**config.mk**
```make
export PLATFORM = sky130hd
export DESIGN_NAME = pipeline_readreg_fwd
export DESIGN_NICKNAME = d
export VERILOG_FILES = /design/src/rtl/pipe_pkg.sv /design/src/rtl/regfile_nport.sv /design/src/rtl/pipeline_readreg_fwd.sv
export SDC_FILE = /design/constraint.sdc
export NUM_CORES = 1
export LEC_CHECK = 0
export CORE_ASPECT_RATIO = 0.75
export CORE_MARGIN = 1.5
export CORE_UTILIZATION = 46
export CTS_CLUSTER_DIAMETER = 50
export DETAILED_ROUTE_END_ITERATION = 6
export MAX_ROUTING_LAYER = met4
export PLACE_DENSITY = 0.69
export SLEW_MARGIN = 0
export SYNTH_ARGS = -nofsm -noshare
export SYNTH_HDL_FRONTEND = slang
export SYNTH_HIERARCHICAL = 1
export SYNTH_SLANG_ARGS = --single-unit
```
**constraint.sdc**
```tcl
create_clock -name clk -period 10.1 [get_ports clk]
set_input_delay 1.515 -clock clk [delete_from_list [all_inputs] [get_ports clk]]
set_output_delay 1.515 -clock clk [all_outputs]
set_load 0.005 [all_outputs]
```
**src/rtl/pipe_pkg.sv**
```systemverilog
// Shared pipeline definitions used by decode, register-read and execute.
//   CTRL_W        : width of the decoded control word
//   CTRL_LOAD_BIT : control-word bit marking a load instruction
//   ctrl_t        : decoded control word type
package pipe_pkg;

  localparam int unsigned CTRL_W        = 22;
  localparam int unsigned CTRL_LOAD_BIT = 8;

  typedef logic [CTRL_W-1:0] ctrl_t;

endpackage : pipe_pkg

```
**src/rtl/regfile_nport.sv**
```systemverilog
// Register file with NWP priority write ports and NRP asynchronous read ports.
// A read that matches a same-cycle write returns the write data (write-through);
// on multiple matching writes the highest port index wins, for both the stored
// value and the bypass.
// Ports:
//   clk, i_rst_n          : clock, synchronous active-low reset (clears storage)
//   i_we      [NWP]       : per-port write enable
//   i_waddr   [NWP*AW]    : per-port write register, port p at [p*AW +: AW]
//   i_wdata   [NWP*DW]    : per-port write data, port p at [p*DW +: DW]
//   i_raddr   [NRP*AW]    : read register, read port k at [k*AW +: AW]
//   o_rdata   [NRP*DW]    : read data (combinational), port k at [k*DW +: DW]
module regfile_nport #(
  parameter int unsigned DW   = 16,
  parameter int unsigned NREG = 8,
  parameter int unsigned AW   = 3,
  parameter int unsigned NWP  = 2,
  parameter int unsigned NRP  = 3
) (
  input  logic              clk,
  input  logic              i_rst_n,
  input  logic [NWP-1:0]    i_we,
  input  logic [NWP*AW-1:0] i_waddr,
  input  logic [NWP*DW-1:0] i_wdata,
  input  logic [NRP*AW-1:0] i_raddr,
  output logic [NRP*DW-1:0] o_rdata
);

  logic [DW-1:0] r_mem  [NREG];
  logic [DW-1:0] w_next [NREG];

  // Next value of every entry; later ports override earlier ones.
  always_comb begin
    for (int r = 0; r < int'(NREG); r++) begin
      w_next[r] = r_mem[r];
      for (int p = 0; p < int'(NWP); p++) begin
        if (i_we[p] && (i_waddr[p*AW +: AW] == AW'(r))) begin
          w_next[r] = i_wdata[p*DW +: DW];
        end
      end
    end
  end

  // Storage; writes presented during reset are dropped.
  always_ff @(posedge clk) begin
    if (!i_rst_n) begin
      for (int r = 0; r < int'(NREG); r++) begin
        r_mem[r] <= '0;
      end
    end else begin
      for (int r = 0; r < int'(NREG); r++) begin
        r_mem[r] <= w_next[r];
      end
    end
  end

  // Read ports with write-through bypass.
  always_comb begin
    o_rdata = '0;
    for (int k = 0; k < int'(NRP); k++) begin
      o_rdata[k*DW +: DW] = r_mem[i_raddr[k*AW +: AW]];
      for (int p = 0; p < int'(NWP); p++) begin
        if (i_we[p] && (i_waddr[p*AW +: AW] == i_raddr[k*AW +: AW])) begin
          o_rdata[k*DW +: DW] = i_wdata[p*DW +: DW];
        end
      end
    end
  end

endmodule : regfile_nport

```
**src/rtl/pipeline_readreg_fwd.sv**
```systemverilog
// Register-read pipeline stage between decode and execute, valid/ready flow
// control, write-through bypass from writeback and one-bubble load-use hazard
// insertion.
// Ports:
//   clk, rst                  : clock, synchronous active-low reset
//   in_valid/in_ready         : decode handshake (in_ready combinational)
//   control_in, num_R*_in,
//   imm_in                    : decoded instruction fields
//   flush                     : kill held instruction, suppress capture
//   out_valid/out_ready       : execute handshake
//   control_out, num_R*_out,
//   imm_out                   : registered instruction fields
//   data_R*_out               : operands, combinational from regfile + bypass
//   loads                     : held instruction is a valid load
//   load_use_stall            : load-use hazard against the presented instruction
//   write_en, num_write_in,
//   data_write_in             : NWP writeback ports
module pipeline_readreg_fwd
  import pipe_pkg::*;
#(
  parameter  int unsigned DW       = 16,
  parameter  int unsigned NREG     = 8,
  localparam int unsigned AW       = $clog2(NREG),
  parameter  int unsigned CW       = CTRL_W,
  parameter  int unsigned NWP      = 2,
  parameter  int unsigned LOAD_BIT = CTRL_LOAD_BIT
) (
  input  logic              clk,
  input  logic              rst,
  input  logic              in_valid,
  output logic              in_ready,
  input  logic [CW-1:0]     control_in,
  input  logic [AW-1:0]     num_Rm_in,
  input  logic [AW-1:0]     num_Rn_in,
  input  logic [AW-1:0]     num_Rd_in,
  input  logic [DW-1:0]     imm_in,
  input  logic              flush,
  input  logic              out_ready,
  output logic              out_valid,
  output logic [CW-1:0]     control_out,
  output logic [AW-1:0]     num_Rm_out,
  output logic [AW-1:0]     num_Rn_out,
  output logic [AW-1:0]     num_Rd_out,
  output logic [DW-1:0]     imm_out,
  output logic [DW-1:0]     data_Rm_out,
  output logic [DW-1:0]     data_Rn_out,
  output logic [DW-1:0]     data_Rd_out,
  output logic              loads,
  output logic              load_use_stall,
  input  logic [NWP-1:0]    write_en,
  input  logic [NWP*AW-1:0] num_write_in,
  input  logic [NWP*DW-1:0] data_write_in
);

  localparam int unsigned NRP = 3;

  logic          r_valid;
  logic [CW-1:0] r_ctrl;
  logic [AW-1:0] r_rm;
  logic [AW-1:0] r_rn;
  logic [AW-1:0] r_rd;
  logic [DW-1:0] r_imm;

  logic              w_loads;
  logic              w_stall;
  logic              w_in_ready;
  logic              w_capture;
  logic [NRP*AW-1:0] w_raddr;
  logic [NRP*DW-1:0] w_rdata;

  // Hazard: a held load whose destination feeds the presented instruction.
  assign w_loads    = r_valid & r_ctrl[LOAD_BIT];
  assign w_stall    = w_loads & in_valid & ((r_rd == num_Rm_in) | (r_rd == num_Rn_in));
  assign w_in_ready = (~r_valid | out_ready) & ~w_stall;
  // Flush blocks the capture but is deliberately not folded into in_ready.
  assign w_capture  = in_valid & w_in_ready & ~flush;

  // Pipeline registers.
  always_ff @(posedge clk) begin
    if (!rst) begin
      r_valid <= 1'b0;
      r_ctrl  <= '0;
      r_rm    <= '0;
      r_rn    <= '0;
      r_rd    <= '0;
      r_imm   <= '0;
    end else if (flush) begin
      r_valid <= 1'b0;
    end else if (w_capture) begin
      r_valid <= 1'b1;
      r_ctrl  <= control_in;
      r_rm    <= num_Rm_in;
      r_rn    <= num_Rn_in;
      r_rd    <= num_Rd_in;
      r_imm   <= imm_in;
    end else if (out_ready) begin
      r_valid <= 1'b0;
    end
  end

  assign w_raddr = {r_rd, r_rn, r_rm};

  regfile_nport #(
    .DW   (DW),
    .NREG (NREG),
    .AW   (AW),
    .NWP  (NWP),
    .NRP  (NRP)
  ) u_regfile (
    .clk     (clk),
    .i_rst_n (rst),
    .i_we    (write_en),
    .i_waddr (num_write_in),
    .i_wdata (data_write_in),
    .i_raddr (w_raddr),
    .o_rdata (w_rdata)
  );

  assign in_ready       = w_in_ready;
  assign load_use_stall = w_stall;
  assign loads          = w_loads;
  assign out_valid      = r_valid;
  assign control_out    = r_ctrl;
  assign num_Rm_out     = r_rm;
  assign num_Rn_out     = r_rn;
  assign num_Rd_out     = r_rd;
  assign imm_out        = r_imm;
  assign data_Rm_out    = w_rdata[0*DW +: DW];
  assign data_Rn_out    = w_rdata[1*DW +: DW];
  assign data_Rd_out    = w_rdata[2*DW +: DW];

endmodule : pipeline_readreg_fwd

```
==> results.md <==
- Net Count, Synth: 1306
- Starting Density: 0.471
- Startpoint types: input port
- F_max: 159 MHz
- Placed Instance Area: 14600 sq um
- RSZ-0062 raised after global routing: false
- Reg2Reg Capture Point: control_out[12]
- Arr. time, crit path: 4.77 ns
- Standard-cell rows: 52
- Syn Area/Cell: 10.5 sq um
- Max rail drop VDD: 116 uV
- Min-delay src: control_out[20]
- Antenna Cells: 0
- Synth Area in Compound Gates: 0.0894
- Synth unique cells: 48
- Setup crit end kind: output pin
- Tot Pwr: 2.03 mW
- Cts hold-fix bufs: 0
- Hold path depth: 2
- Final Non-Filler Cells: 1678
- CP cell instances: clkdlybuf4s50_1 > xnor2_1 > and4_1 > nand2_1 > o21ai_1 > clkdlybuf4s50_1
- Resized cells post-CTS: 0
- Vias in the first global route: 10400
- Sw frac: 0.292
- Final instance area: 15100 sq um
- Dpl hpwl: 28500 microns
- WL final: 44500 microns
- Clock Skews: 0.00875 ns
- Setup ws final: 3.81 ns
- Final TNS setup: 0 ns
- Worst Reg2Reg Path Length in Cells: 6
- Die Ht: 147 microns
- Pre-CTS WS: 3.87 ns
- EDFF count, synth: 128
- Sequential Power Share: 0.431
- Die Wd: 196 microns
- Post-route ant nets: 0
- Sink Count: 176
- Io pins: 191
- Gp weighted congestion: 0.868
- I/O Buffers: 190
- Worst path slowest cell: and4_1
- Kind of critical path: input port to output pin
- Filler cells: 2255
- Post-synth ARST share: 0
- Post-Synth Adder-Cell Area: 0
- Nets: 1406
- Grt total ovfl: 0
- First drt pass iteration count: 6
- Critical path's largest stage delay: 1.09 ns
- Final period util: 0.622
- Initial antenna violation count: 0
- Main combinational cell family by area after synthesis: multiplexers
- DRC errors left: 0
- DRT iter0 DRCs: 1179
- Rel. slew slack: 0.135
- Clk root buf: clkbuf_16
- CP max FO: 32
- Total GRT Usage: 0.317
- Share of cells above drive strength 1: 0.114
- Final setup fails: 0
- Slew @ Worst Pin: 1.30 ns
- Minimum clock period: 6.29 ns
- Prevailing post-synth register cell: edfxtp_1
- Status: completed
- Max Slew Vio Count: 0
- R2r setup slk: 7.46 ns
- #FFs+latches synth: 176
- Required @ worst endpoint: 8.59 ns
- Total number of vias: 10600
- Seq/Total Area, Yosys: 0.376
- Area Growth Syn to Fin: 18.4%
- Power per standard cell area: 134 nW/um^2
- Critical path's most frequent cell: clkdlybuf4s50_1
- Static leakage: 5.68 nW
- XOR/XNOR Fraction of Synth Area: 0.0164
- Placed cell count: 1646
- Routed len/inst: 26.5 microns
- First-pass GRT wire length: 65300 microns
- Hold Slack: 0.458 ns
- Reg2Reg Launch Point: num_Rd_out[1]
- Mapped Area: 12800 sq um
- Maxcap violations: 0
- Max Root-Sink Buffers: 2
- Final Hold Viols: 0
- Clock Latency Late Sink: 0.44 ns
- Simple-Gate Fraction of Synth Area: 0.144
- Drt via density: 6.34
- Clk slew on worst S/H paths: 0.07 ns
- Internal: 1.43 mW
- Setup Buffers After CTS: 0
- Post-synthesis mux area share: 0.312
- CTS H-tree lvls: 4
- Switching power: 0.592 mW
- Core area: 27100 sq um
- CTS tree: yes
- Power share of the clock group: 0.316
- Gate power share: 0.253
- Syn. warnings: 6
- Largest net degree at the start of global routing: 80
- Worst hold endpoint: control_out[20]
- Cell count after synthesis: 1214
- Total Die Area: 28800 sq um
- Hold crit path type: register to register
- Final core utilization: 0.558
- TritonCTS Buffers: 17
worst max-delay path by stage:
stage	end	cells after the start	start
after floorplan	u_regfile/r_mem[0][0]	3	num_write_in[2]
after global placement	data_Rn_out[15]	6	num_write_in[3]
after detailed placement	data_Rn_out[15]	6	num_write_in[3]
after CTS	data_Rn_out[15]	6	num_write_in[3]
after global routing	data_Rn_out[15]	6	num_write_in[3]
final	data_Rn_out[15]	6	num_write_in[3]
cell type report:
type | count | area [sq um] | share of cell area
Clock buffer | 18 | 429 | 0.0283
Clock inverter | 14 | 115 | 0.00760
Inverter | 2 | 7.51 | 0.000496
Multi-Input combinational cell | 899 | 7230 | 0.478
Sequential cell | 176 | 4810 | 0.318
Tap cell | 351 | 439 | 0.0290
Timing Repair Buffer | 218 | 2110 | 0.139
routing by layer:
| layer | part of all wire | GRT usage |
|---|---|---|
| met4 | 0.036 | 0.129 |
| met1 | 0.40 | 0.410 |
| met3 | 0.10 | 0.0742 |
| met2 | 0.46 | 0.483 |
| met5 | 0 | - |
critical path: cells and delay by family:
family,cells,cell delay (ns)
buffers and inverters,2,1.50
and+or+nand+nor,2,1.39
xor gates and xnor gates,1,0.18
AOI/OAI and AO/OA,1,0.17
power groups by stage:
stage / clock network, mW / logic [mW] / registers (mW)
2_1_floorplan: 0 / 0.287 / 0.873
3_3_place_gp: 0 / 0.499 / 0.882
3_5_place_dp: 0 / 0.502 / 0.888
4_1_cts: 0.646 / 0.506 / 0.872
5_1_grt: 0.675 / 0.537 / 0.880
6_report: 0.640 / 0.514 / 0.874
synthesized netlist by cell type, drive strengths merged (2+ instances only):
library cell    n  area [sq um]
buf            58           489
nand2         409          1540
mux4           96          2500
nor3            2          20.0
xnor2          24           210
and3            2          12.5
o21ai          51           255
edfxtp        128          3840
nand4bb         2          22.5
nand3           2          10.0
o31ai           2          28.8
and4            3          26.3
a21boi         32           240
clkbuf         79           298
nor2            5          18.8
nor2b           2          12.5
nor3b           2          20.0
nand4           6          56.3
a21oi          96           556
o311ai          2          17.5
nand4b          3          26.3
inv             2          7.51
mux2i          95           951
dfxtp          48           961
mux2           48           541
nand2b          5          38.8
o211ai          4          30.0
placed cells by master, fill, tap and decap left out, drive strengths merged, types with 3 or more instances in the layout:
cell type / count
and4: 3
nand4b: 3
nand4: 6
dfxtp: 48
edfxtp: 128
clkinvlp: 4
mux2: 48
o21ai: 51
o211ai: 4
clkinv: 6
nand2: 409
a21boi: 32
buf: 29
clkbuf: 18
mux2i: 95
a21oi: 96
mux4: 96
nor2: 5
inv: 5
clkdlybuf4s50: 189
xnor2: 24
nand2b: 5
state kept, by name, summed over array words and instances (netlist names):
| signal | count |
|---|---|
| u_regfile/r_mem | 128 |
| control_out | 22 |
| imm_out | 16 |
| num_Rd_out | 3 |
| num_Rm_out | 3 |
| num_Rn_out | 3 |
| out_valid | 1 |
cells by family (layout without fill, tap and decap cells):
group,Yosys count,count (layout)
buffers and inverters,139,252
flip-flops,176,176
XOR/XNOR,24,24
AO/OA/AOI/OAI,189,189
multiplexers,239,239
AND/OR/NAND/NOR,447,447
(Power assumes the default switching activity.)
